===== config.mk =====
export PLATFORM = sky130hd
export DESIGN_NAME = seq_chunk_adder
export DESIGN_NICKNAME = d
export VERILOG_FILES = /design/src/rtl/seq_chunk_adder.sv
export SDC_FILE = /design/constraint.sdc
export NUM_CORES = 1
export LEC_CHECK = 0
export ABC_AREA = 1
export CAP_MARGIN = 10
export CORE_MARGIN = 2
export CORE_UTILIZATION = 40
export CTS_CLUSTER_SIZE = 25
export DETAILED_ROUTE_END_ITERATION = 8
export PLACE_DENSITY = 0.75
export SLEW_MARGIN = 20
export SYNTH_ARGS = -nofsm -noshare
export SYNTH_HDL_FRONTEND = slang
export SYNTH_SLANG_ARGS = --single-unit

===== constraint.sdc =====
create_clock -name clk -period 3.68 [get_ports clk]
set_input_delay 0.92 -clock clk [delete_from_list [all_inputs] [get_ports clk]]
set_output_delay 0.92 -clock clk [all_outputs]
set_load 0.05 [all_outputs]

===== src/rtl/seq_chunk_adder.sv =====
// seq_chunk_adder: multi-cycle ripple adder that adds two WIDTH-bit operands
// CHUNK bits per clock, LSB chunk first, with the carry held in a flop between
// chunks. A full operation takes NCHUNK = WIDTH/CHUNK RUN cycles plus one DONE
// cycle.
//
// Handshake: start is sampled only when busy==0 (IDLE or DONE). The edge that
// samples start also latches a/b/ci. busy is high for exactly NCHUNK cycles,
// and then done pulses for one cycle with s/co/ovf valid. s/co/ovf are held
// until a later operation overwrites them.
//
// Optional feature macro: SEQ_ADDER_SUB_MODE_EN adds a `sub` input. When sub
// is 1 the block computes a - b: b is latched inverted and the carry is seeded
// with 1, so ci is ignored.
module seq_chunk_adder #(
  parameter int WIDTH = 8,
  parameter int CHUNK = 2
) (
  input  logic             clk,
  input  logic             rst_n,
  input  logic             start,
  input  logic [WIDTH-1:0] a,
  input  logic [WIDTH-1:0] b,
  input  logic             ci,
`ifdef SEQ_ADDER_SUB_MODE_EN
  input  logic             sub,
`endif
  output logic             busy,
  output logic             done,
  output logic [WIDTH-1:0] s,
  output logic             co,
  output logic             ovf,
  output logic [1:0]       dbg_state
);

  localparam int NCHUNK = WIDTH / CHUNK;
  localparam int CW     = $clog2(NCHUNK) + 1;

  typedef enum logic [1:0] {
    IDLE = 2'd0,
    RUN  = 2'd1,
    DONE = 2'd2
  } state_t;

  state_t           state;
  state_t           state_nxt;
  logic [WIDTH-1:0] a_q;
  logic [WIDTH-1:0] b_q;
  logic             carry;
  logic [CW-1:0]    cnt;
  logic             accept;
  logic             last;
  logic [WIDTH-1:0] b_load;
  logic             c_load;
  logic [CHUNK-1:0] a_c;
  logic [CHUNK-1:0] b_c;
  logic [CHUNK:0]   sum_c;

  // A request is taken whenever the block is not running.
  assign accept = start && ((state == IDLE) || (state == DONE));
  assign last   = (cnt == CW'(NCHUNK - 1));

  // The operand registers shift right every RUN cycle, so the live chunk is
  // always in their low bits.
  assign a_c   = a_q[CHUNK-1:0];
  assign b_c   = b_q[CHUNK-1:0];
  assign sum_c = {1'b0, a_c} + {1'b0, b_c} + {{CHUNK{1'b0}}, carry};

`ifdef SEQ_ADDER_SUB_MODE_EN
  // Subtract is a + ~b + 1; ci plays no part in it.
  assign b_load = sub ? ~b : b;
  assign c_load = sub ? 1'b1 : ci;
`else
  assign b_load = b;
  assign c_load = ci;
`endif

  // State register.
  always_ff @(posedge clk or negedge rst_n) begin
    if (!rst_n) state <= IDLE;
    else        state <= state_nxt;
  end

  // Next-state logic.
  always_comb begin
    state_nxt = state;
    case (state)
      IDLE:    if (accept) state_nxt = RUN;
      RUN:     if (last)   state_nxt = DONE;
      DONE:    state_nxt = accept ? RUN : IDLE;
      default: state_nxt = IDLE;
    endcase
  end

  // Status outputs decoded from state.
  always_comb begin
    busy      = (state == RUN);
    done      = (state == DONE);
    dbg_state = state;
  end

  // Datapath: latch operands on accept, then add one chunk per RUN cycle.
  always_ff @(posedge clk or negedge rst_n) begin
    if (!rst_n) begin
      a_q   <= '0;
      b_q   <= '0;
      carry <= 1'b0;
      cnt   <= '0;
      s     <= '0;
      co    <= 1'b0;
      ovf   <= 1'b0;
    end else if (accept) begin
      a_q   <= a;
      b_q   <= b_load;
      carry <= c_load;
      cnt   <= '0;
    end else if (state == RUN) begin
      a_q   <= a_q >> CHUNK;
      b_q   <= b_q >> CHUNK;
      carry <= sum_c[CHUNK];
      cnt   <= cnt + 1'b1;
      for (int k = 0; k < NCHUNK; k++) begin
        if (cnt == CW'(k)) s[k*CHUNK +: CHUNK] <= sum_c[CHUNK-1:0];
      end
      if (last) begin
        co  <= sum_c[CHUNK];
        // The carry into the MSB is recovered from the MSB sum bit.
        ovf <= sum_c[CHUNK] ^ (a_c[CHUNK-1] ^ b_c[CHUNK-1] ^ sum_c[CHUNK-1]);
      end
    end
  end

endmodule


Yosys cells after proc, flatten, opt, wreduce, memory -nomap -nowiden
Index checks and enable logic that the tools add are counted.
{"block": "classes", "n_bitwise": 4, "eq_ne": 7, "mux": 12, "add_sub_neg": 3, "reduce_logical": 10}
{"operator": "2-to-1 mux 8 bit", "count": 4}
{"operator": "AND reduction 3 bit", "count": 4}
{"operator": "equality test 3 x 2 -> 1 bit (second input constant)", "count": 2}
{"operator": "2-to-1 mux 3 bit", "count": 2}
{"operator": "case mux 2 bit (3 select lines)", "count": 1}
{"operator": "2-to-1 mux 2 bit", "count": 2}
{"operator": "adder 2 x 2 -> 3 bit", "count": 1}
{"operator": "adder 3 x 1 -> 3 bit", "count": 1}
{"operator": "adder 3 x 1 -> 3 bit (second input constant)", "count": 1}
{"operator": "equality test 3 x 1 -> 1 bit (second input constant)", "count": 1}
{"operator": "zero test 3 bit", "count": 1}
{"operator": "2-to-1 mux 1 bit", "count": 3}
{"operator": "XOR 1 bit", "count": 3}
{"operator": "equality test 2 x 1 -> 1 bit (second input constant)", "count": 1}
{"operator": "equality test 2 bit (second input constant)", "count": 1}
{"operator": "zero test 2 bit", "count": 1}
{"operator": "!= test 2 x 1 -> 1 bit (second input constant)", "count": 1}
{"operator": "!= test 2 bit (second input constant)", "count": 1}
{"operator": "AND reduction 2 bit", "count": 1}
{"operator": "nonzero test 2 bit", "count": 1}
{"operator": "logical AND 1 bit", "count": 1}
{"operator": "logical OR 1 bit", "count": 1}
{"operator": "NOT 1 bit", "count": 1}
{"block": "totals", "in_bits": 20, "ff_bits": 32, "output_inout_bits": 14}

Depth between registers and ports, before layout
Gate-level depths: netlist of run 1.
{"block": "logic_depth", "ltp_word": 5, "mapped_depth": 8}

Worst setup path before layout of run 1
OpenSTA, ideal clock, no wires.
{"block": "synth_timing", "kind": "register to output", "start": "register state[1] (netlist: dbg_state[1])", "end": "output port done", "slack_ns": 1.311, "arrival_time_ns": 1.449, "path_stages_with_launch": 3, "required_ns": 2.760, "cell_sequence": "dfrtp_1 > inv_2 > nor2_1"}
{"block": "synth_via", "elab_chain_len": 1}
{"item": "start, declared", "line": "44", "source": "state_t state;"}
{"item": "start signal, assigned", "line": "80", "source": "else state <= state_nxt;"}
{"item": "equality test 2 bit", "line": "97", "source": "done = (state == DONE);"}
{"item": "end, declared", "line": "28", "source": "output logic done,"}
No other way between the ends.

Final worst setup path of run 1
{"block": "layout_timing", "start": "register state[0] (netlist: dbg_state[0])", "end": "output port busy"}
{"block": "layout_via", "elab_chain_len": 1}
{"item": "equality test 2 x 1 -> 1 bit", "line": "96", "source": "busy = (state == RUN);"}
{"item": "end, declared", "line": "27", "source": "output logic busy,"}
No other way between the ends.

==> key figures, run 1 <==
STA
  • Worst setup skew after layout: 3.73 ps
  • Final TNS setup: 0 ps
  • Relative max-transition margin: 65.4%
  • Unrepaired setup endpoints after global routing: false
  • Hold Vio Cnt, Final: 0
  • Final Max Slew Viols: 0
  • Tightest Pin Transition: just over 500 ps
  • Post-route fraction of the period consumed by the critical path: 77.1%
  • Time the final worst path needs with I/O delays and setup: 2840 ps
  • Total setup violations reported at the end of the flow: 0
  • FMAX: 0.352 GHz

Global route
  • Vias in the first global route: roughly 1100
  • Overall Global Routing Usage: 14.9%
  • First-pass GRT wire length: 4.76 mm
  • Maximum number of pins on one net before global-route repair: 33
  • Total grt overflow: 0
  • Initial antenna violation count: 0

Worst setup path
  • Category of the worst setup path capture point: output pin
  • Critical Path, Cell by Cell: inv_2 -> nor2_4 -> buf_4 -> clkdlybuf4s50_1
  • Crit Reg-Reg Endpoint: ovf$_DFFE_PN0P_
  • Critical path class: reg -> out
  • Worst r2r src: a_q[0]$_DFFE_PN0P_
  • Reg2reg path depth: 8
  • Longest individual stage delay on the worst path: between 800 and 900 ps
  • Required time of the critical path: about 2800 ps
  • Cell at the slowest stage of the critical path: clkdlybuf4s50_1
  • Largest fanout on the critical path: 15
  • Register-to-register path setup slack: 1770 ps
  • Kind of launch point of the worst setup path: flop
  • Data arrival time of the critical path: 1920 ps

Power and ir drop
  • Clock network fraction of design power: between 10% and 20%
  • Proportion of power drawn by combinational gates: roughly 54%
  • Net Switching: between 0.8 and 0.9 mW
  • Sequential share of power: 31.7%
  • Power density cells: 956 nW/um^2
  • Leakage component of the power: 0.958 nW
  • Worst VDD drop: 0.000316 V
  • Switching Fraction: 46.3%
  • Internal power component: slightly above 1 mW

Clock tree
  • Cts-stage hold buffer count: 0
  • Clock tree from TritonCTS: built
  • Post-CTS repair timing setup buffer count: 0
  • Total clock buffers created by CTS: 5
  • Clk Latency, worst-skew pair: ~280 ps
  • CTS sink count: 32
  • H-tree depth: 2
  • Number of gates resized after cts: 0
  • Maximum clock path buffer count: 2
  • Buffer type at the clock tree root: clkbuf_8
  • Clock-pin slew of the registers on the worst-case setup and hold paths: 60 ps

Min path
  • Type of the tightest min-delay check: reg -> reg
  • Endpoint with the worst hold slack: b_q[2]$_DFFE_PN0P_
  • Worst hold path stage count: 2
  • Beginning of the worst hold path: b_q[2]$_DFFE_PN0P_

Floorplan
  • Die Ht: 65.9 um
  • Initial Util: a little over two fifths
  • Die area: about 4300 um^2
  • Die boundary width: about 66 um
  • # IOs: 34
  • Placement Rows: 22
  • Floorplan core area: 3660 um^2

Yosys
  • Cell count after synthesis: 168
  • Mapped cell area: approximately 1500 um^2
  • Proportion of synthesized chip area in sequential cells: 52.2%
  • Post-synthesis cell type count: 20
  • Number of synthesized register bits: 32
  • Warning count from the yosys run: 0
  • Post-synthesis net count: slightly below 200
  • Syn Area/Cell: between 9 and 10 um^2

Layout
  • Number of nets in the finished design: around 240
  • Final core utilization: 54.5%
  • Antenna cells: 0
  • Most frequent standard cell in the layout excluding fill and tap cells: nand2_1
  • Share of cells above drive strength 1: 12.0%
  • Area delta synth->final: 30.1%
  • Most frequent cells in the layout: nand2_1 (60), clkdlybuf4s50_1 (33), dfrtp_1 (32)

Routing
  • TritonRoute pass-1 iters: 4
  • DRT Wirelength: 2.77 mm
  • Starting DRC count in detailed routing: 78
  • DRT antenna net count: 0
  • Residual DRC: 0
  • Average via count per standard cell: ~4.6
  • Detailed-route via count: 1174
  • Routed wire length per instance: between 10 and 15 um

Outcome
  • Status: finished, final reports clean

Placement
  • Number of input and output port buffers inserted: 33
  • Final weighted congestion in routability-driven placement: 0.762
  • Detailed Place HPWL: between 1.5 and 2 mm

Job
  • Number of max-cap violations: 0
## worst max-delay path, delay by kind of cell (launching register included)
| kind | cells | cell delay (ps) |
|---|---|---|
| buffers and inverters | 3 | 1110 |
| flip-flops | 1 | 440 |
| AND/OR/NAND/NOR | 1 | 80 |
## sequential cells by signal (all words and copies together), names as in the netlist
register,count
a_q,8
b_q,8
carry,1
cnt,3
co,1
dbg_state,2
ovf,1
s,8
## worst max path at each step
stage	slack, ps	to	startpoint
6_report	840	busy	dbg_state[0]$_DFFE_PN0P_
5_1_grt	750	busy	dbg_state[0]$_DFFE_PN0P_
4_1_cts	820	busy	dbg_state[0]$_DFFE_PN0P_
3_5_place_dp	1140	busy	dbg_state[0]$_DFFE_PN0P_
3_3_place_gp	1170	busy	dbg_state[0]$_DFFE_PN0P_
2_1_floorplan	1310	done	dbg_state[1]$_DFFE_PN0P_
## metal layers
metal	share of wire (%)	vias to the layer above	GRT usage (%)
li1	-	604	-
met1	47	529	18.6
met2	45	35	22.5
met3	6.7	6	6.30
met4	1.7	0	6.25
met5	0	-	0
## power groups by stage
stage               Clock [mW]  Combinational (mW)  Sequential [mW]
global route             0.302                1.15            0.624
global placement             0                1.02            0.603
finish                   0.277                1.03            0.605
detailed placement           0                1.04            0.611
CTS                      0.282                1.04            0.606
floorplan                    0               0.573            0.801
## per-stage QoR
step | area (um^2) | power [mW] | hold slack, ps | cells | setup slack (ps)
6_report | 2000 | 1.91 | 480 | 256 | 841
5_1_grt | 2000 | 2.08 | 500 | 256 | 753
3_3_place_gp | 1910 | 1.62 | 457 | 248 | 1170
3_5_place_dp | 1910 | 1.65 | 462 | 248 | 1140
4_1_cts | 2000 | 1.93 | 483 | 256 | 822
2_1_floorplan | 1530 | 1.37 | 442 | 168 | 1310
## area by class of cell
| cell class | count | area [um^2] |
|---|---|---|
| Fill cell | 333 | 1670 |
| Sequential cell | 32 | 801 |
| Multi-Input combinational cell | 114 | 626 |
| Timing Repair Buffer | 35 | 345 |
| Clock buffer | 8 | 90.1 |
| Inverter | 19 | 73.8 |
| Tap cell | 48 | 60.1 |
## cell usage after synthesis, drive strengths merged
| master | count | area (um^2) |
|---|---|---|
| nand2 | 64 | 265 |
| nand3b | 1 | 7.51 |
| nand3 | 15 | 90.1 |
| or2 | 4 | 25.0 |
| buf | 3 | 33.8 |
| nor2 | 3 | 26.3 |
| ha | 6 | 75.1 |
| o22ai | 1 | 6.26 |
| fa | 2 | 40.0 |
| dfrtp | 32 | 801 |
| o21ai | 18 | 90.1 |
| inv | 19 | 73.8 |
## logic make-up (layout without fill, tap and decap cells)
family	after synthesis	after routing	synth area share, %
AO/OA/AOI/OAI	19	19	6.28
buffers and inverters	22	62	7.01
flip-flops	32	32	52.2
AND/OR/NAND/NOR	87	87	27.0
adder cells (fa/ha/maj)	8	8	7.50
No activity file was read; power rests on OpenSTA's default activity.
==> inputs of run 2 (changes only) <==
==> constraint.sdc (replaced) <==
create_clock -name clk -period 2.8 [get_ports clk]
set_input_delay 0.7 -clock clk [delete_from_list [all_inputs] [get_ports clk]]
set_output_delay 0.7 -clock clk [all_outputs]
set_load 0.05 [all_outputs]
==> run 2 against run 1 <==
Combinational power rose by 32%. Global-route usage fell by 0.45 points. Sequential share of layout area did not move. Cell count did not move. Register-to-register slack got worse by 890 ps. Routed wire length fell by 0.58%. Critical path type unchanged. Critical endpoint unchanged. Largest cell class unchanged. Largest power group unchanged.
==> key figures, run 2 (synthesis gave the netlist of run 1 again) <==
Global route
  • Total grt overflow: 0 (unchanged)
  • First-pass GRT wire length: 4.58 mm (was 4.76 mm)
  • Vias in the first global route: 1076 (was 1086)
  • Maximum number of pins on one net before global-route repair: 33 (unchanged)
  • Initial antenna violation count: 0 (unchanged)
  • Overall Global Routing Usage: 14.4% (was 14.9%)

Placement
  • Number of input and output port buffers inserted: 33 (unchanged)
  • Detailed Place HPWL: 2.03 mm (was 1.98 mm)
  • Instance count after placement with tap cells included: 248 (unchanged)
  • Final weighted congestion in routability-driven placement: 0.745 (was 0.762)

Layout
  • Filler Cells Inserted: 340 (was 333)
  • Largest registers ranked by flip-flop count: a_q: 8 flops, b_q: 8 flops, s: 8 flops (unchanged)
  • Number of nets in the finished design: 235 (unchanged)
  • Most frequent standard cell in the layout excluding fill and tap cells: nand2_1 (unchanged)
  • Antenna cells: 0 (unchanged)
  • Total area of multi-input combinational cells: 626 um^2 (unchanged)
  • Area delta synth->final: 30.1% (unchanged)
  • Share of cells above drive strength 1: 12.0% (unchanged)
  • Fin cells: 256 (unchanged)
  • FF+latch area: 801 um^2 (unchanged)
  • Most frequent cells in the layout: nand2_1 (60), clkdlybuf4s50_1 (33), dfrtp_1 (32) (unchanged)

STA
  • Unrepaired setup endpoints after global routing: false (unchanged)
  • Post-route fraction of the period consumed by the critical path: 86.6%
  • Relative max-transition margin: 66.8% (was 65.4%)
  • Total setup violations reported at the end of the flow: 0 (unchanged)
  • Final Max Slew Viols: 0 (unchanged)
  • FMAX: approximately 0.4 GHz
  • Final TNS setup: 0 ps (unchanged)
  • Time the final worst path needs with I/O delays and setup: 2430 ps
  • Worst setup skew after layout: 3.57 ps (was 3.73 ps)
  • Hold Vio Cnt, Final: 0 (unchanged)
  • Tightest Pin Transition: 496 ps (was 517 ps)

Power and ir drop
  • Leakage component of the power: 0.958 nW (unchanged)
  • Net Switching: 1.16 mW (was 0.883 mW)
  • Worst VDD drop: 0.000421 V (was 0.000316 V)
  • Internal power component: 1.35 mW (was 1.02 mW)
  • Proportion of power drawn by combinational gates: 54.1% (was 53.8%)
  • Clock network fraction of design power: 14.3% (was 14.5%)
  • Power density cells: 1260 nW/um^2 (was 956 nW/um^2)
  • Sequential share of power: 31.6% (was 31.7%)
  • Switching Fraction: 46.3% (about the same)

Clock tree
  • Post-CTS repair timing setup buffer count: 0 (unchanged)
  • CTS sink count: 32 (unchanged)
  • Clock tree from TritonCTS: built (unchanged)
  • Clk Latency, worst-skew pair: 280 ps (about the same)
  • Buffer type at the clock tree root: clkbuf_8 (unchanged)
  • Total clock buffers created by CTS: 5 (unchanged)
  • Clock-pin slew of the registers on the worst-case setup and hold paths: 60 ps (about the same)
  • H-tree depth: 2 (unchanged)
  • Maximum clock path buffer count: 2 (unchanged)
  • Number of gates resized after cts: 0 (unchanged)
  • Cts-stage hold buffer count: 0 (unchanged)

Routing
  • Detailed-route via count: 1147 (was 1174)
  • DRT Wirelength: 2.75 mm (was 2.77 mm)
  • Residual DRC: 0 (unchanged)
  • DRT antenna net count: 0 (unchanged)
  • Starting DRC count in detailed routing: 69 (was 78)
  • Routed wire length per instance: 10.8 um (about the same)
  • Average via count per standard cell: 4.48 (was 4.59)
  • TritonRoute pass-1 iters: 4 (unchanged)

Floorplan
  • Die boundary width: 65.9 um (unchanged)
  • Die area: 4350 um^2 (unchanged)
  • # IOs: 34 (unchanged)
  • Placement Rows: 22 (unchanged)
  • Initial Util: 41.9% (unchanged)
  • Floorplan core area: 3660 um^2 (unchanged)
  • Die Ht: 65.9 um (unchanged)

Worst setup path
  • Data arrival time of the critical path: 1730 ps (was 1920 ps)
  • Kind of launch point of the worst setup path: flop (unchanged)
  • Required time of the critical path: 2100 ps (was 2760 ps)
  • Critical path class: reg -> out (unchanged)
  • Cell at the slowest stage of the critical path: clkdlybuf4s50_1 (unchanged)
  • Category of the worst setup path capture point: output pin (unchanged)
  • Crit path launch: dbg_state[0]$_DFFE_PN0P_ (unchanged)
  • Worst r2r src: a_q[0]$_DFFE_PN0P_ (unchanged)
  • Largest fanout on the critical path: 4 (was 15)
  • Longest individual stage delay on the worst path: 810 ps (was 820 ps)
  • Critical Path, Cell by Cell: inv_2 -> nor2_4 -> clkdlybuf4s50_1 (was inv_2 -> nor2_4 -> buf_4 -> clkdlybuf4s50_1)

Min path
  • Beginning of the worst hold path: b_q[7]$_DFFE_PN0P_ (was b_q[2]$_DFFE_PN0P_)
  • Type of the tightest min-delay check: reg -> reg (unchanged)

Outcome
  • Status: finished, final reports clean (unchanged)

Job
  • Number of max-cap violations: 0 (unchanged)
[run 2: through the flow]
step / hold WS [ps] / setup slack (ps) / total power, mW / util, % / area [um^2]
CTS: 475 / 356 / 2.54 / 54.5 / 2000
global placement: 454 / 677 / 2.13 / 52.1 / 1910
floorplan: 404 / 651 / 1.81 / - / 1530
finish: 478 / 375 / 2.51 / 54.5 / 2000
global route: 495 / 303 / 2.71 / 54.5 / 2000
detailed placement: 460 / 666 / 2.18 / 52.1 / 1910
[run 2: path summary, 6_finish.rpt]
check                                     endpoint  slack (ps)  cells after the start
worst max-delay path                          busy         370                      3
worst min-delay path            b_q[7]$_DFFE_PN0P_         480                      2
worst max register to register     ovf$_DFFE_PN0P_         880                      8
worst min register to register  b_q[7]$_DFFE_PN0P_         480                      2
max in group asynchronous       b_q[0]$_DFFE_PN0P_        1700                      2
min in group asynchronous       cnt[0]$_DFFE_PN0P_         820                      2
[run 2: final cells by class]
class	count	area share, %
tap	48	3.01
multi-input combinational	114	31.3
inverter	19	3.70
timing repair buffer	35	17.3
sequential	32	40.1
clock buffer	8	4.51
[run 2: per-layer routing]
metal  vias to the layer above  part of all wire (%)  global-route usage [%]
met2                        28                    46                    23.2
met4                         0                   2.4                    8.59
met3                         7                   5.0                    4.09
met1                       509                    47                    17.0
li1                        603                     -                       -
met5                         -                     0                       0
[run 2: power by group through the flow]
stage                     sequential, mW  combinational [mW]  clock (mW)
after detailed placement           0.802                1.37           0
after global placement             0.793                1.34           0
after global routing               0.816                1.51       0.387
after floorplan                     1.05               0.753           0
after CTS                          0.796                1.38       0.366
final                              0.793                1.36       0.359
[run 2: critical path, delay by kind of cell (launching register included)]
kind	cells	cell delay, ps
DFF	1	440
buffers and inverters	2	900
and+or+nand+nor	1	110
==> inputs of run 3 (changes only) <==
--- a/config.mk
+++ b/config.mk
@@ -6,13 +6,13 @@
 export NUM_CORES = 1
 export LEC_CHECK = 0
 export ABC_AREA = 1
-export CAP_MARGIN = 10
 export CORE_MARGIN = 2
 export CORE_UTILIZATION = 40
+export CTS_BUF_LIST = sky130_fd_sc_hd__clkbuf_4 sky130_fd_sc_hd__clkbuf_8
 export CTS_CLUSTER_SIZE = 25
 export DETAILED_ROUTE_END_ITERATION = 8
 export PLACE_DENSITY = 0.75
-export SLEW_MARGIN = 20
+export SLEW_MARGIN = 15
 export SYNTH_ARGS = -nofsm -noshare
 export SYNTH_HDL_FRONTEND = slang
 export SYNTH_SLANG_ARGS = --single-unit
==> run 3 against run 2 <==
Clock skew shrank 0.98 ps. Hold slack is the same. Fmax is essentially flat. Global-route usage is the same. First-iteration DRC count is the same. Critical endpoint unchanged.
==> key figures, run 3 (synthesis gave the netlist of run 1 again) <==
Power and ir drop
  • Leakage component of the power: 0.964 nW (was 0.958 nW)
  • Sequential share of power: 31.3% (was 31.6%)
  • Proportion of power drawn by combinational gates: 53.6% (was 54.1%)
  • Internal power component: 1.37 mW (was 1.35 mW)
  • Power density cells: 1260 nW/um^2 (about the same)
  • Switching Fraction: 45.9% (was 46.3%)
  • Clock network fraction of design power: 15.0% (was 14.3%)
  • Worst VDD drop: 0.000420 V (was 0.000421 V)
  • Net Switching: 1.16 mW (about the same)

Floorplan
  • Floorplan core area: 3660 um^2 (unchanged)
  • Placement Rows: 22 (unchanged)
  • Initial Util: 41.9% (unchanged)
  • Die area: 4350 um^2 (unchanged)
  • # IOs: 34 (unchanged)
  • Die boundary width: 65.9 um (unchanged)
  • Die Ht: 65.9 um (unchanged)

Routing
  • Routed wire length per instance: 10.8 um (about the same)
  • DRT Wirelength: 2.76 mm (was 2.75 mm)
  • Average via count per standard cell: 4.48 (about the same)
  • TritonRoute pass-1 iters: 4 (unchanged)
  • Detailed-route via count: 1148 (was 1147)
  • Starting DRC count in detailed routing: 69 (unchanged)
  • Residual DRC: 0 (unchanged)
  • DRT antenna net count: 0 (unchanged)

Clock tree
  • Clock-pin slew of the registers on the worst-case setup and hold paths: 60 ps (about the same)
  • Maximum clock path buffer count: 2 (unchanged)
  • Buffer type at the clock tree root: clkbuf_8 (unchanged)
  • CTS sink count: 32 (unchanged)
  • Clk Latency, worst-skew pair: 280 ps (about the same)
  • H-tree depth: 2 (unchanged)
  • Cts-stage hold buffer count: 0 (unchanged)
  • Clock tree from TritonCTS: built (unchanged)
  • Number of gates resized after cts: 0 (unchanged)
  • Total clock buffers created by CTS: 5 (unchanged)
  • Post-CTS repair timing setup buffer count: 0 (unchanged)

Worst setup path
  • Critical path class: reg -> out (unchanged)
  • Longest individual stage delay on the worst path: 810 ps (about the same)
  • Critical Path, Cell by Cell: inv_2 -> nor2_4 -> clkdlybuf4s50_1 (unchanged)
  • Cell at the slowest stage of the critical path: clkdlybuf4s50_1 (unchanged)
  • Category of the worst setup path capture point: output pin (unchanged)
  • Largest fanout on the critical path: 4 (unchanged)
  • Required time of the critical path: 2100 ps (about the same)
  • Kind of launch point of the worst setup path: flop (unchanged)
  • Data arrival time of the critical path: 1730 ps (about the same)

Global route
  • First-pass GRT wire length: 4.58 mm (unchanged)
  • Vias in the first global route: 1076 (unchanged)
  • Overall Global Routing Usage: 14.4% (unchanged)
  • Total grt overflow: 0 (unchanged)
  • Maximum number of pins on one net before global-route repair: 33 (unchanged)
  • Initial antenna violation count: 0 (unchanged)

Layout
  • Share of cells above drive strength 1: 13.0% (was 12.0%)
  • Largest registers ranked by flip-flop count: a_q: 8 flops, b_q: 8 flops, s: 8 flops (unchanged)
  • Most frequent standard cell in the layout excluding fill and tap cells: nand2_1 (unchanged)
  • Antenna cells: 0 (unchanged)
  • FF+latch area: 801 um^2 (unchanged)
  • Total area of multi-input combinational cells: 626 um^2 (unchanged)
  • Most frequent cells in the layout: nand2_1 (60), clkdlybuf4s50_1 (33), dfrtp_1 (32) (unchanged)
  • Number of nets in the finished design: 235 (unchanged)
  • Area delta synth->final: 30.6% (was 30.1%)
  • Fin cells: 256 (unchanged)
  • Filler Cells Inserted: 338 (was 340)
  • Final core utilization: 54.7% (was 54.5%)

STA
  • Hold Vio Cnt, Final: 0 (unchanged)
  • Time the final worst path needs with I/O delays and setup: 2430 ps (about the same)
  • Total setup violations reported at the end of the flow: 0 (unchanged)
  • Final TNS setup: 0 ps (unchanged)
  • Unrepaired setup endpoints after global routing: false (unchanged)
  • Relative max-transition margin: 66.8% (about the same)
  • Post-route fraction of the period consumed by the critical path: 86.7% (was 86.6%)
  • FMAX: 0.412 GHz (about the same)
  • Tightest Pin Transition: 497 ps (was 496 ps)
  • Hold Worst Slack: 478 ps (unchanged)
  • Worst setup skew after layout: 2.60 ps (was 3.57 ps)
  • Final Max Slew Viols: 0 (unchanged)

Placement
  • Final weighted congestion in routability-driven placement: 0.745 (unchanged)
  • Number of input and output port buffers inserted: 33 (unchanged)
  • Detailed Place HPWL: 2.03 mm (unchanged)
  • Instance count after placement with tap cells included: 248 (unchanged)

Min path
  • Type of the tightest min-delay check: reg -> reg (unchanged)

Outcome
  • Status: finished, final reports clean (unchanged)

Job
  • Number of max-cap violations: 0 (unchanged)
-- run 3: critical path, delay by kind of cell, from the launching register on --
family	cells	cell delay, ps
buf+inv	2	900
flops	1	440
simple gates	1	110
-- run 3: area by class of cell --
| class | count | area share, % |
|---|---|---|
| Sequential cell | 32 | 40.0 |
| Inverter | 19 | 3.69 |
| Clock buffer | 8 | 4.87 |
| Timing Repair Buffer | 35 | 17.2 |
| Multi-Input combinational cell | 114 | 31.2 |
| Tap cell | 48 | 3.00 |
-- run 3: worst paths after layout --
kind	start	to	slack [ps]	cells past startpoint
worst max-delay path	dbg_state[0]$_DFFE_PN0P_	busy	370	3
worst min register to register	b_q[7]$_DFFE_PN0P_	b_q[7]$_DFFE_PN0P_	480	2
max in group asynchronous	rst_n	b_q[0]$_DFFE_PN0P_	1700	2
worst max register to register	a_q[0]$_DFFE_PN0P_	ovf$_DFFE_PN0P_	880	8
worst min-delay path	b_q[7]$_DFFE_PN0P_	b_q[7]$_DFFE_PN0P_	480	2
min in group asynchronous	rst_n	s[6]$_DFFE_PN0P_	820	2
-- run 3: metal layers --
metal	vias up	share of wire [%]	global-route usage (%)
met2	28	45	23.2
met5	-	0	0
met4	0	2.4	8.59
li1	603	-	-
met3	7	5.0	4.09
met1	510	47	17.0
-- run 3: stage by stage --
step | cell area [um^2] | worst slack [ps] | total power, mW
floorplan | 1530 | 651 | 1.81
global placement | 1910 | 677 | 2.13
detailed placement | 1910 | 666 | 2.18
CTS | 2000 | 356 | 2.56
global route | 2000 | 303 | 2.73
finish | 2000 | 374 | 2.53
-- run 3: power by group through the flow --
stage | Sequential, mW | Combinational, mW | Clock, mW
3_3_place_gp | 0.793 | 1.34 | 0
3_5_place_dp | 0.802 | 1.37 | 0
5_1_grt | 0.816 | 1.51 | 0.406
4_1_cts | 0.796 | 1.38 | 0.386
2_1_floorplan | 1.05 | 0.753 | 0
6_report | 0.792 | 1.36 | 0.380
==> RTL edit 1 (config.mk and constraints of run 2) <==
The option `SEQ_ADDER_SUB_MODE_EN` is turned on by a define.
--- a/src/rtl/seq_chunk_adder.sv
+++ b/src/rtl/seq_chunk_adder.sv
@@ -11,6 +11,8 @@
 // Optional feature macro: SEQ_ADDER_SUB_MODE_EN adds a `sub` input. When sub
 // is 1 the block computes a - b: b is latched inverted and the carry is seeded
 // with 1, so ci is ignored.
+`define SEQ_ADDER_SUB_MODE_EN
+
 module seq_chunk_adder #(
   parameter int WIDTH = 8,
   parameter int CHUNK = 2
Interface: changed (added sub); port bits go from 34 to 35. The function was not compared with the original's and may differ.
==> RTL edit 1 against run 2 <==
Largest cell class unchanged; power increased by 5.6%; final area increased by 6.5%; first-iteration DRC count increased by 67%; clock skew increased by 0.0059 ns; sequential cell count unchanged; area after synthesis increased by 7.0%; fmax decreased by 0.73%; routed wire length increased by 11%; worst setup slack got worse by 0.018 ns.
==> RTL edit 1: results (changes against run 2) <==
stage	metric	value	unit	change
status	outcome	complete, no violations		
routing	ant_nets	0		unchanged
power_and_ir_drop	peakVddDrop	513.3	uV	+22%
placed_design	routabilityCongestion	0.8106		+8.8%
sta	hold_viol	0		unchanged
clock_network	clock_latency	0.28	ns	about the same
min_path	hp-start	b_q[5]		
min_path	hold-path-cell-count	2		unchanged
placed_design	hpwl	2.288	mm	+13%
placed_design	io_buffers	34		+3.0%
critical_path	path_max_fanout	4		unchanged
min_path	min_to	b_q[5]		
critical_path	r2r-end	ovf		
layout	fillers	402		+18%
layout	drive_above_1_share	0.08547		-0.03472
grt	grtUsageTotal	0.1583		+0.01399
synthesis	syn-num-nets	224		+14%
clock_network	cts_post_setup_buffers_inserted	0		unchanged
routing	drt_iter0_markers	115		+67%
critical_path	reg2reg_depth	8		unchanged
sta	hold_slack	0.4799	ns	+0.001463 ns
clock_network	cts_buffers	5		unchanged
grt	grt_pass1_vias	1240		+15%
sta	finalClockSkew	0.009461	ns	+0.005891 ns
synthesis	ys_seq_area_frac	0.4878		-0.03422
synthesis	ys_types	19		-5.0%
synthesis	ys_top_cells_by_area	dfrtp_1 49%, nand2_1 17%, o21ai_0 6.1%		
clock_network	clock-root-buffer	clkbuf_8		
critical_path	crit_path_max_incr_delay	0.82	ns	
grt	antenna_found_initial	0		unchanged
layout	reg_top3	a_q x8, b_q x8, s x8		
power_and_ir_drop	cellLeakagePower	0.001039	uW	+8.5%
clock_network	clkTransAtPathRegs	0.06	ns	about the same
critical_path	cp.arrival	1.74	ns	
clock_network	clk_path_buf_depth	2		unchanged
layout	num-nets-final	262		+11%
sta	relSlewSlack	0.6684		about the same
routing	dr_total_vias	1313		+14%
routing	avgRoutedWirePerCell	10.74	um	-0.14%
clock_network	h-tree-depth	2		unchanged
synthesis	synth_commonest_cells	76 x nand2_1, 32 x dfrtp_1, 22 x inv_1, 20 x o21ai_0, 14 x nand3_1		
grt	grt_pass1_wl	5.382	mm	+17%
-- RTL edit 1: cell types whose count changed after synthesis, moves of 3 or more --
cell,before,now
inv_1,15,22
nand2_1,60,76
nand3_2,3,0
xnor2_1,0,5
-- RTL edit 1: cell families after synthesis --
kind of cell             Yosys count  synth area share
AO/OA/AOI/OAI                     22           0.06784
adder cells (fa/ha/maj)            8           0.07012
XOR/XNOR                           5           0.02668
buffers and inverters             30           0.08689
flip-flops                        32            0.4878
AND/OR/NAND/NOR                   98            0.2607
-- RTL edit 1: area by class of cell --
class	instances	area (um2)	area share
repair buffers	36	355.3	0.1673
well taps	50	62.56	0.02945
flip-flops and latches	32	800.8	0.3769
multi-input cells	133	698.2	0.3286
clock inverters	3	42.54	0.02002
clock buffers	5	68.82	0.03239
inverters	25	96.34	0.04535
-- RTL edit 1: power breakdown --
part / switching [uW] / internal [uW] / total (uW)
Sequential: 121 / 679 / 800
Clock: 170 / 263 / 433
Combinational: 928 / 491 / 1420
-- RTL edit 1: critical path: cells and delay by family (launching register included) --
family	cells	cell delay [ns]
buffers and inverters	2	0.91
flip-flops	1	0.43
AND/OR/NAND/NOR	1	0.12
-- RTL edit 1: per-stage QoR --
step	instances	setup slack (ns)	total power [uW]	instance area [um2]	utilization
2_1_floorplan	195	0.5869	1860	1642	-
3_3_place_gp	276	0.6636	2190	2013	0.5069
3_5_place_dp	276	0.6574	2238	2013	0.5069
4_1_cts	284	0.3447	2680	2125	0.5350
5_1_grt	284	0.2718	2888	2125	0.5350
6_report	284	0.3569	2652	2125	0.5350
-- RTL edit 1: worst max-delay path by stage --
stage / from / slack (ns) / cells after the start / end
after floorplan: dbg_state[1] / 0.59 / 2 / done
after global placement: dbg_state[0] / 0.66 / 3 / busy
after detailed placement: dbg_state[0] / 0.66 / 3 / busy
after CTS: dbg_state[0] / 0.34 / 3 / busy
after global routing: dbg_state[0] / 0.27 / 3 / busy
final: dbg_state[0] / 0.36 / 3 / busy
-- RTL edit 1: layer usage --
metal	up-vias	track usage	wire, um	share of wire
met5	-	0	0	0
met4	0	0.07500	48	0.016
met3	5	0.04112	139	0.046
met2	32	0.2658	1540	0.50
met1	604	0.1883	1323	0.43
li1	672	-	-	-
==> RTL edit 2 (flow settings as in run 2) <==
Without the edit above. Register the input `start` before use, cleared by the reset. The logic sees it one clock later. The other inputs are not delayed to match. Comments in the files are not updated.
--- a/src/rtl/seq_chunk_adder.sv
+++ b/src/rtl/seq_chunk_adder.sv
@@ -41,6 +41,16 @@
     DONE = 2'd2
   } state_t;
 
+  logic start_q;
+
+  always_ff @(posedge clk or negedge rst_n) begin
+    if (!rst_n) begin
+      start_q <= '0;
+    end else begin
+      start_q <= start;
+    end
+  end
+
   state_t           state;
   state_t           state_nxt;
   logic [WIDTH-1:0] a_q;
@@ -56,7 +66,7 @@
   logic [CHUNK:0]   sum_c;
 
   // A request is taken whenever the block is not running.
-  assign accept = start && ((state == IDLE) || (state == DONE));
+  assign accept = start_q && ((state == IDLE) || (state == DONE));
   assign last   = (cnt == CW'(NCHUNK - 1));
 
   // The operand registers shift right every RUN cycle, so the live chunk is
Behaviour: not the same (a bounded check fails within 4 cycles, from zero or initial values and one cycle with rst_n low).
==> RTL edit 2 against run 2 <==
Hold slack lost 0.0055 ns; cell count is 0.78% higher; power is 2.1% lower; combinational power fell by 4%; area after synthesis shrank 0.33%; sequential cell count increased by 1; count of clock-buffer cells in the layout down 1; routed wire length stayed put; via count grew 3.7%; final area about the same; worst setup slack worse by 0.027 ns; largest power group unchanged.
==> RTL edit 2: results (changes against run 2) <==
stage	metric	value	unit	change
status	outcome	complete, no violations		
power_and_ir_drop	peakVddDrop	460.8	uV	+9.4%
routing	viasPerCell	4.612		+2.9%
synthesis	synth_top_area_share	0.5401		+0.01808
placed_design	hpwl	2.038	mm	+0.34%
run	cap_violations	0		unchanged
synthesis	synthXorXnorAreaFrac	0		unchanged
synthesis	ys_top_cells_by_area	dfrtp_1 54%, nand2_1 16%, o21ai_0 5.2%		
critical_path	slowest_stage	clkdlybuf4s50_1		
min_path	hp-class	reg2reg		
sta	worstMarginPinSlew	0.8785	ns	+0.3823 ns
critical_path	cp.arrival	1.75	ns	+0.02 ns
grt	grt_pass1_vias	1098		+2.0%
grt	grtUsageTotal	0.1501		+0.005798
synthesis	synth_commonest_cells	66 x nand2_1, 33 x dfrtp_1, 16 x inv_1, 16 x o21ai_0, 15 x nand3_1		
synthesis	ys_seq_area_frac	0.5401		+0.01808
sta	finalClockSkew	0.004121	ns	+0.0005502 ns
layout	num-nets-final	238		+1.3%
clock_network	clkTransAtPathRegs	0.06	ns	about the same
synthesis	ys_types	17		-15%
layout	drive_above_1_share	0.08571		-0.03448
synthesis	synth_adder_area_share	0.07529		+0.0002456
grt	grt_max_degree	34		+3.0%
routing	avgRoutedWirePerCell	10.67	um	-0.78%
synthesis	syn-num-nets	199		+1.5%
critical_path	crit_path_max_incr_delay	0.81	ns	about the same
layout	antenna_cells	0		unchanged
critical_path	path_max_fanout	5		+1
power_and_ir_drop	cellLeakagePower	0.0009617	uW	+0.42%
placed_design	routabilityCongestion	0.7896		+6.0%
grt	grt_pass1_wl	4.726	mm	+3.2%
routing	drt_iter0_markers	56		-19%
routing	first_pass_iters	4		unchanged
clock_network	clock_latency	0.28	ns	about the same
synthesis	synth_compound_area_frac	0.05646		-0.006341
## RTL edit 2: final timing paths
| path | cells past startpoint | endpoint | slack (ns) | startpoint |
|---|---|---|---|---|
| worst max-delay path | 3 | busy | 0.35 | dbg_state[0] |
| worst min-delay path | 2 | b_q[6] | 0.47 | b_q[6] |
| worst max register to register | 8 | ovf | 0.89 | a_q[0] |
| worst min register to register | 2 | b_q[6] | 0.47 | b_q[6] |
| max in group asynchronous | 2 | a_q[2] | 1.69 | rst_n |
| min in group asynchronous | 2 | s[4] | 0.82 | rst_n |
## RTL edit 2: area by class of cell
cell class              count  area, um2  area share
flip-flops and latches     33      825.8      0.4141
multi-input cells         117      609.3      0.3055
repair buffers             35      345.3      0.1731
clock buffers               7      86.33     0.04329
inverters                  18      67.56     0.03388
well taps                  48      60.06     0.03011
## RTL edit 2: logic make-up after synthesis
kind of cell    count (synthesis)
buf+inv                        21
compound gates                 17
simple gates                   92
fa+ha+maj                       8
flops                          33
## RTL edit 2: tightest hold or removal path: stages (launching register included)
cell	delay [ns]
dfrtp_1	0.34
nand2_1	0.05
nand2_1	0.05
## RTL edit 2: metrics by stage
| step | total power [uW] | hold WS (ns) | instances | cell area (um2) | setup slack [ns] |
|---|---|---|---|---|---|
| after global routing | 2679 | 0.4924 | 258 | 1994 | 0.2659 |
| after detailed placement | 2125 | 0.4597 | 251 | 1908 | 0.6336 |
| final | 2459 | 0.4730 | 258 | 1994 | 0.3472 |
| after floorplan | 1759 | 0.4044 | 171 | 1529 | 0.5869 |
| after CTS | 2491 | 0.4757 | 258 | 1994 | 0.3186 |
| after global placement | 2083 | 0.4545 | 251 | 1908 | 0.6463 |
## RTL edit 2: routing by layer
metal  vias up  wire length (um)  global-route usage
met3         6               155             0.05622
met2        28              1323              0.2449
met4         0                54             0.07031
met1       547              1220              0.1739
met5         -                 0                   0
li1        609                 -                   -
## RTL edit 2: where the power goes
| group | total, uW | internal, uW | switching (uW) |
|---|---|---|---|
| Combinational | 1300 | 456 | 845 |
| Sequential | 801 | 684 | 117 |
| Clock | 357 | 195 | 162 |
